<file path="src/rtl/bram_slice_reader_if.sv">
`default_nettype none
// ============================================================================
// Module   : bram_slice_reader_if
// Brief    : Request, RAM-read and word-output signals of bram_slice_reader.
// Revision : 1.0 - initial release
// ============================================================================
interface bram_slice_reader_if #(
  parameter int ADDR_W  = 10,
  parameter int PES     = 16,
  parameter int MAX_LEN = 32
);
  logic               start;
  logic [ADDR_W-1:0]  base_addr;
  logic [4:0]         word_len;
  logic [ADDR_W-1:0]  addr;
  logic [PES-1:0]     dout;
  logic               out_valid;
  logic               out_ready;
  logic [MAX_LEN-1:0] out_data;
  logic [3:0]         out_pe;
  logic               busy;
  logic               done;

  modport slave (
    input  start, base_addr, word_len, dout, out_ready,
    output addr, out_valid, out_data, out_pe, busy, done
  );

  modport master (
    output start, base_addr, word_len, dout, out_ready,
    input  addr, out_valid, out_data, out_pe, busy, done
  );
endinterface
`default_nettype wire

</file>
<file path="src/rtl/bram_slice_reader.sv">
`default_nettype none
// ============================================================================
// Module   : bram_slice_reader
// Brief    : Reads len bit-slices from a RAM and emits one transposed word per PE.
// Revision : 1.0 - initial release
// ============================================================================
module bram_slice_reader #(
  parameter int ADDR_W  = 10,
  parameter int PES     = 16,
  parameter int MAX_LEN = 32
) (
  input  wire logic             clk,
  input  wire logic             reset,
  bram_slice_reader_if.slave    bus
);

  localparam logic [1:0] c_IDLE  = 2'd0;
  localparam logic [1:0] c_FETCH = 2'd1;
  localparam logic [1:0] c_LAST  = 2'd2;
  localparam logic [1:0] c_EMIT  = 2'd3;

  logic [1:0]          r_state;
  logic [1:0]          w_next;
  logic [5:0]          r_len;
  logic [4:0]          r_k;
  logic                r_cap1;
  logic                r_cap2;
  logic [4:0]          r_idx2;
  logic [ADDR_W-1:0]   r_addr;
  logic [3:0]          r_pe;
  logic                r_done;
  logic [MAX_LEN-1:0]  r_buf [PES];

  logic                w_start;
  logic                w_fetch_end;
  logic                w_accept;
  logic                w_last_pe;
  logic                w_busy;
  logic                w_out_valid;
  logic [MAX_LEN-1:0]  w_out_data;

  assign w_start     = (r_state == c_IDLE) && bus.start;
  assign w_fetch_end = (r_state == c_FETCH) && ({1'b0, r_k} == (r_len - 6'd1));
  assign w_accept    = (r_state == c_EMIT) && bus.out_ready;
  assign w_last_pe   = (r_pe == 4'(PES - 1));

  always_ff @(posedge clk or negedge reset) begin
    if (!reset) r_state <= c_IDLE;
    else        r_state <= w_next;
  end

  always_comb begin
    w_next = r_state;
    case (r_state)
      c_IDLE:  if (w_start) w_next = c_FETCH;
      c_FETCH: if (w_fetch_end) w_next = c_LAST;
      c_LAST:  w_next = c_EMIT;
      c_EMIT:  if (w_accept && w_last_pe) w_next = c_IDLE;
      default: w_next = c_IDLE;
    endcase
  end

  always_comb begin
    w_busy      = (r_state != c_IDLE);
    w_out_valid = (r_state == c_EMIT);
    w_out_data  = '0;
    if (w_out_valid) w_out_data = r_buf[r_pe];
  end

  // cap1/cap2 track each issued slice through the one-cycle RAM read latency
  always_ff @(posedge clk or negedge reset) begin
    if (!reset) begin
      r_len  <= '0;
      r_k    <= '0;
      r_cap1 <= 1'b0;
      r_cap2 <= 1'b0;
      r_idx2 <= '0;
      r_addr <= '0;
      r_pe   <= '0;
      r_done <= 1'b0;
    end else begin
      r_done <= w_accept && w_last_pe;
      r_cap2 <= r_cap1;
      r_idx2 <= r_k;
      r_cap1 <= 1'b0;
      case (r_state)
        c_IDLE: begin
          if (w_start) begin
            r_len  <= (bus.word_len == 5'd0) ? 6'd32 : {1'b0, bus.word_len};
            r_addr <= bus.base_addr;
            r_k    <= '0;
            r_cap1 <= 1'b1;
          end
        end
        c_FETCH: begin
          r_addr <= r_addr + ADDR_W'(1);
          if (!w_fetch_end) begin
            r_k    <= r_k + 5'd1;
            r_cap1 <= 1'b1;
          end
        end
        c_LAST: r_pe <= '0;
        c_EMIT: if (w_accept) r_pe <= r_pe + 4'd1;
        default: ;
      endcase
    end
  end

  // Cleared on every start, so no reset is needed for the transpose buffer
  always_ff @(posedge clk) begin
    for (int i = 0; i < PES; i++) begin
      if (w_start)     r_buf[i] <= '0;
      else if (r_cap2) r_buf[i][r_idx2] <= bus.dout[i];
    end
  end

  assign bus.addr      = r_addr;
  assign bus.out_pe    = r_pe;
  assign bus.done      = r_done;
  assign bus.busy      = w_busy;
  assign bus.out_valid = w_out_valid;
  assign bus.out_data  = w_out_data;

endmodule
`default_nettype wire

</file>
<file path="src/flat_wrapper.sv">
// flat-port wrapper written by rule: the top's interface ports become plain ports
module bram_slice_reader_flat 
#(
  parameter int ADDR_W  = 10,
  parameter int PES     = 16,
  parameter int MAX_LEN = 32
)
  (clk, reset, bus_start, bus_base_addr, bus_word_len, bus_dout, bus_out_ready, bus_addr, bus_out_valid, bus_out_data, bus_out_pe, bus_busy, bus_done);
  bram_slice_reader_if #(.ADDR_W(ADDR_W), .PES(PES), .MAX_LEN(MAX_LEN)) bus_i ();
  input  wire logic clk;
  input  wire logic reset;
  input wire logic [$bits(bus_i.start)-1:0] bus_start;
  input wire logic [$bits(bus_i.base_addr)-1:0] bus_base_addr;
  input wire logic [$bits(bus_i.word_len)-1:0] bus_word_len;
  input wire logic [$bits(bus_i.dout)-1:0] bus_dout;
  input wire logic [$bits(bus_i.out_ready)-1:0] bus_out_ready;
  output wire logic [$bits(bus_i.addr)-1:0] bus_addr;
  output wire logic [$bits(bus_i.out_valid)-1:0] bus_out_valid;
  output wire logic [$bits(bus_i.out_data)-1:0] bus_out_data;
  output wire logic [$bits(bus_i.out_pe)-1:0] bus_out_pe;
  output wire logic [$bits(bus_i.busy)-1:0] bus_busy;
  output wire logic [$bits(bus_i.done)-1:0] bus_done;
  assign bus_i.start = bus_start;
  assign bus_i.base_addr = bus_base_addr;
  assign bus_i.word_len = bus_word_len;
  assign bus_i.dout = bus_dout;
  assign bus_i.out_ready = bus_out_ready;
  assign bus_addr = bus_i.addr;
  assign bus_out_valid = bus_i.out_valid;
  assign bus_out_data = bus_i.out_data;
  assign bus_out_pe = bus_i.out_pe;
  assign bus_busy = bus_i.busy;
  assign bus_done = bus_i.done;
  bram_slice_reader #(.ADDR_W(ADDR_W), .PES(PES), .MAX_LEN(MAX_LEN)) u_core (.clk(clk), .reset(reset), .bus(bus_i));
endmodule
</file>
<file path="config.mk">
export PLATFORM = sky130hd
export DESIGN_NAME = bram_slice_reader_flat
export DESIGN_NICKNAME = d
export VERILOG_FILES = /design/src/rtl/bram_slice_reader_if.sv /design/src/rtl/bram_slice_reader.sv /design/src/flat_wrapper.sv
export SDC_FILE = /design/constraint.sdc
export NUM_CORES = 1
export LEC_CHECK = 0
export BUFFER_PORTS_ARGS = -buffer_cell sky130_fd_sc_hd__buf_4
export CAP_MARGIN = 30
export CORE_MARGIN = 2
export CORE_UTILIZATION = 45
export CTS_CLUSTER_DIAMETER = 40
export CTS_CLUSTER_SIZE = 16
export DETAILED_ROUTE_END_ITERATION = 8
export SETUP_SLACK_MARGIN = 0.05
export SLEW_MARGIN = 20
export SYNTH_ARGS = -nofsm -noshare
export SYNTH_HDL_FRONTEND = slang
export SYNTH_SLANG_ARGS = --single-unit
</file>
<file path="constraint.sdc">
create_clock -name clk -period 3.07 [get_ports clk]
set_clock_uncertainty 0.2 [all_clocks]
set_input_delay 0.1535 -clock clk [delete_from_list [all_inputs] [get_ports clk]]
set_output_delay 0.1535 -clock clk [all_outputs]
set_load 0.1 [all_outputs]
</file>
==> flow_metrics.py <==
metrics = {
    "pwr": {
        "vdd_drop_max_mv": 0.366,
        "design_power_total_mw": 17.3,
        "powerDensity_nw_per_um2": 559,
        "p_leak_nw": 10.8,
    },
    "sta": {
        "tns_ps": -3070,
        "rsz0062_at_grt": "yes",
        "fmax_ghz": 0.313,
        "fin_ws_ps": -127,
        "setup-violations-final": 31,
        "slew_violations": 0,
        "min_period_ps": 3200,
        "relSlewSlack": 0.450,
        "timing.final.crit_share": 1.04,
        "tightest_slew_ps": 822,
        "finalHoldViolCount": 0,
    },
    "grt": {
        "antenna_found_initial": 4,
        "grt_pass1_wl_um": 92800,
        "grt_pass1_vias": 14700,
        "grt_usage": 0.220,
        "grt_max_degree": 45,
        "overflow": 0,
    },
    "yosys": {
        "synth.area.mux_share": 0.147,
        "ys_types": 47,
        "post_synth_and_or_nand_nor_area_fraction": 0.157,
        "synth_top_family_by_area": "simple AND/OR/NAND/NOR gates",
        "synth-seq-area-share": 0.642,
        "synth.net_count": 1682,
        "synthAdderAreaFrac": 0.00445,
        "ys_warn_count": 0,
        "synth_compound_gate_area_share": 0.0224,
        "syn-mean-instance-area_um2": 15.4,
        "synth_cells": 1638,
        "synth_flop_cell": "edfxtp_1",
        "synth_seq_cells": 547,
        "synth_edf_count": 512,
        "synth-xor-area-share": 0.00312,
        "synthesis.area_um2": 25300,
        "async_flop_share": 0.0640,
    },
    "setup_path": {
        "cp_top_family": "multiplexers",
        "critPathRequiredTime_ps": 2720,
        "cp-end-kind": "output pin",
        "criticalPathCategory": "register to output pin",
        "cp.arrival_ps": 2840,
        "critPathMaxStageDelay_ps": 500,
        "critical_path.cell_chain": "buf_12 -> buf_12 -> clkbuf_16 -> mux4_2 -> mux4_2 -> and2_2 -> buf_8",
        "critical_path.slowest_cell": "dfrtp_4",
        "crit_buf_inv": 4,
        "rr_worst_depth": 9,
        "cp.depth": 7,
        "startpoint_type": "register",
        "path_max_fanout": 4,
    },
    "final_layout": {
        "synthToLayoutAreaGrowth_pct": 22.0,
        "final_cell_mix": "and2_1, edfxtp_1, mux4_2",
        "drive_gt1_frac": 0.287,
        "finalInstanceArea_um2": 30900,
        "layout_commonest_cell": "and2_1",
        "fin_util": 0.558,
        "finalNetCount": 1818,
    },
    "detailed_routing": {
        "vias": 14200,
        "drtIter0Drc": 1306,
        "routed_via_density": 5.50,
        "ant_nets": 0,
        "drc": 0,
        "drt-total-wl_um": 62500,
        "dr.pass1.iters": 5,
        "wl_per_cell_um": 24.2,
    },
    "floorplan": {
        "rows": 86,
        "io_pins": 84,
        "core_area_um2": 55300,
        "die_h_um": 241,
        "dieArea_um2": 58100,
        "die_x_um": 241,
        "start_util": 0.457,
    },
    "clock_tree": {
        "cts_root_buffer": "clkbuf_16",
        "numCtsBuffers": 76,
        "htreeDepth": 3,
        "clk_path_buf_depth": 3,
        "cts_tree": "yes",
        "clkTransAtPathRegs_ps": 60,
        "insertion_delay_ps": 600,
        "cts_sinks": 547,
    },
    "place": {
        "io_buffers": 83,
        "dpl.hpwl_um": 31000,
        "post_dp_cell_area_um2": 27000,
        "gp_congestion": 0.775,
    },
    "status": {
        "violations": "setup timing",
        "status": "finished with violations",
    },
    "hold_path": {
        "hp-class": "input port to register",
        "min_path_cells": 2,
    },
    "flow_run": {
        "cap_violations": 0,
    },
}
-- layout make-up --
type / instances / area, um^2
clock buffers: 87 / 2050
diodes: 2 / 5.00
flip-flops and latches: 547 / 16300
clock inverters: 51 / 537
well taps: 748 / 936
repair buffers: 200 / 2520
inverters: 7 / 26.3
multi-input cells: 942 / 8520
fillers: 4345 / 24400
-- cells by family after synthesis --
kind of cell,Yosys count
AO/OA/AOI/OAI,93
XOR/XNOR,9
adder cells (fa/ha/maj),9
buffers and inverters,149
flip-flops,547
multiplexers,170
AND/OR/NAND/NOR,661
-- cells in the mapped netlist (2+ instances only) --
library cell  count  area (um^2)
a21oi_1          14         70.1
a22o_1            5         43.8
a31o_2            5         43.8
a31oi_1           3         18.8
and2_1          545         3410
and3_1            8         50.1
buf_1            12         45.0
buf_2             7         35.0
buf_4             9         67.6
clkbuf_1        113          424
dfrtp_1          35          876
edfxtp_1        512        15400
ha_1              9          113
inv_1             7         26.3
mux2_2            7         78.8
mux2i_1           2         20.0
mux4_2          160         3600
nand2_1          23         86.3
nand2b_1          5         31.3
nand3_1           9         45.0
nand3b_1          4         30.0
nand4_1           4         25.0
nor2_1           46          173
nor2_2            2         12.5
nor3_1            5         25.0
nor3_2            2         20.0
o21ai_0          47          235
o2bb2ai_1         2         17.5
o31ai_1           8         60.1
or3_1             2         12.5
or3b_2            2         17.5
or4_1             2         15.0
xnor2_1           6         52.6
xor2_1            3         26.3
-- routing by layer --
layer | track usage | share of wire
met4 | 0.0615 | 0.017
met3 | 0.0328 | 0.054
met5 | 0 | 0
met2 | 0.367 | 0.51
met1 | 0.302 | 0.42
-- state kept, by name (all words and copies together) (netlist names) --
name	flops
u_core.r_idx2	5
u_core.r_cap1	1
u_core.bus.out_pe	4
u_core.bus.done	1
u_core.bus.addr	10
u_core.r_k	5
u_core.r_len	6
u_core.r_cap2	1
u_core.r_state	2
u_core.r_buf	512
-- timing repair --
item / in CTS / in global routing
gates resized for setup: 88 / 70
hold endpoints to repair: 60 / 0
pin swaps: 0 / 1
setup buffers: 9 / 6
setup endpoints to repair: 32 / 32
hold buffers: 21 / 0
cloned: 5 / 11
-- metrics by stage --
step / cells / hold WS [ps] / setup slack [ps]
after floorplan: 1638 / -342 / -335
after global placement: 2392 / -52.6 / 344
after detailed placement: 2392 / -50.9 / 341
after CTS: 2565 / 15.9 / -171
after global routing: 2582 / 32.8 / -177
final: 2584 / 19.9 / -127
-- power by group --
group	switching, mW	internal, mW
logic	0.263	0.0759
registers	0.0125	8.06
clock network	3.40	5.45
-- path summary, 6_finish.rpt --
kind / end / slack (ps) / start
max in group asynchronous: u_core.bus.out_pe[1] / 2030 / reset
min reg2reg: u_core.r_cap2 / 140 / u_core.r_cap1
min in group asynchronous: u_core.bus.out_pe[0] / 420 / reset
max: bus_out_data[17] / -130 / u_core.bus.out_pe[0]
max reg2reg: u_core.r_buf[3][22] / 390 / u_core.r_state[0]
min: u_core.r_buf[8][16] / 20 / bus_dout[8]
-- worst reg2reg max path, cell delays in order, from the launching register on --
cell and delay [ps]:
dfrtp_1 380, inv_1 100, ha_1 310, nand2_1 160
nand2_1 100, nor2_1 110, nand2_1 60, buf_4 230
nor2_1 660, and2_1 240
Power figures use the tool's default switching activity.
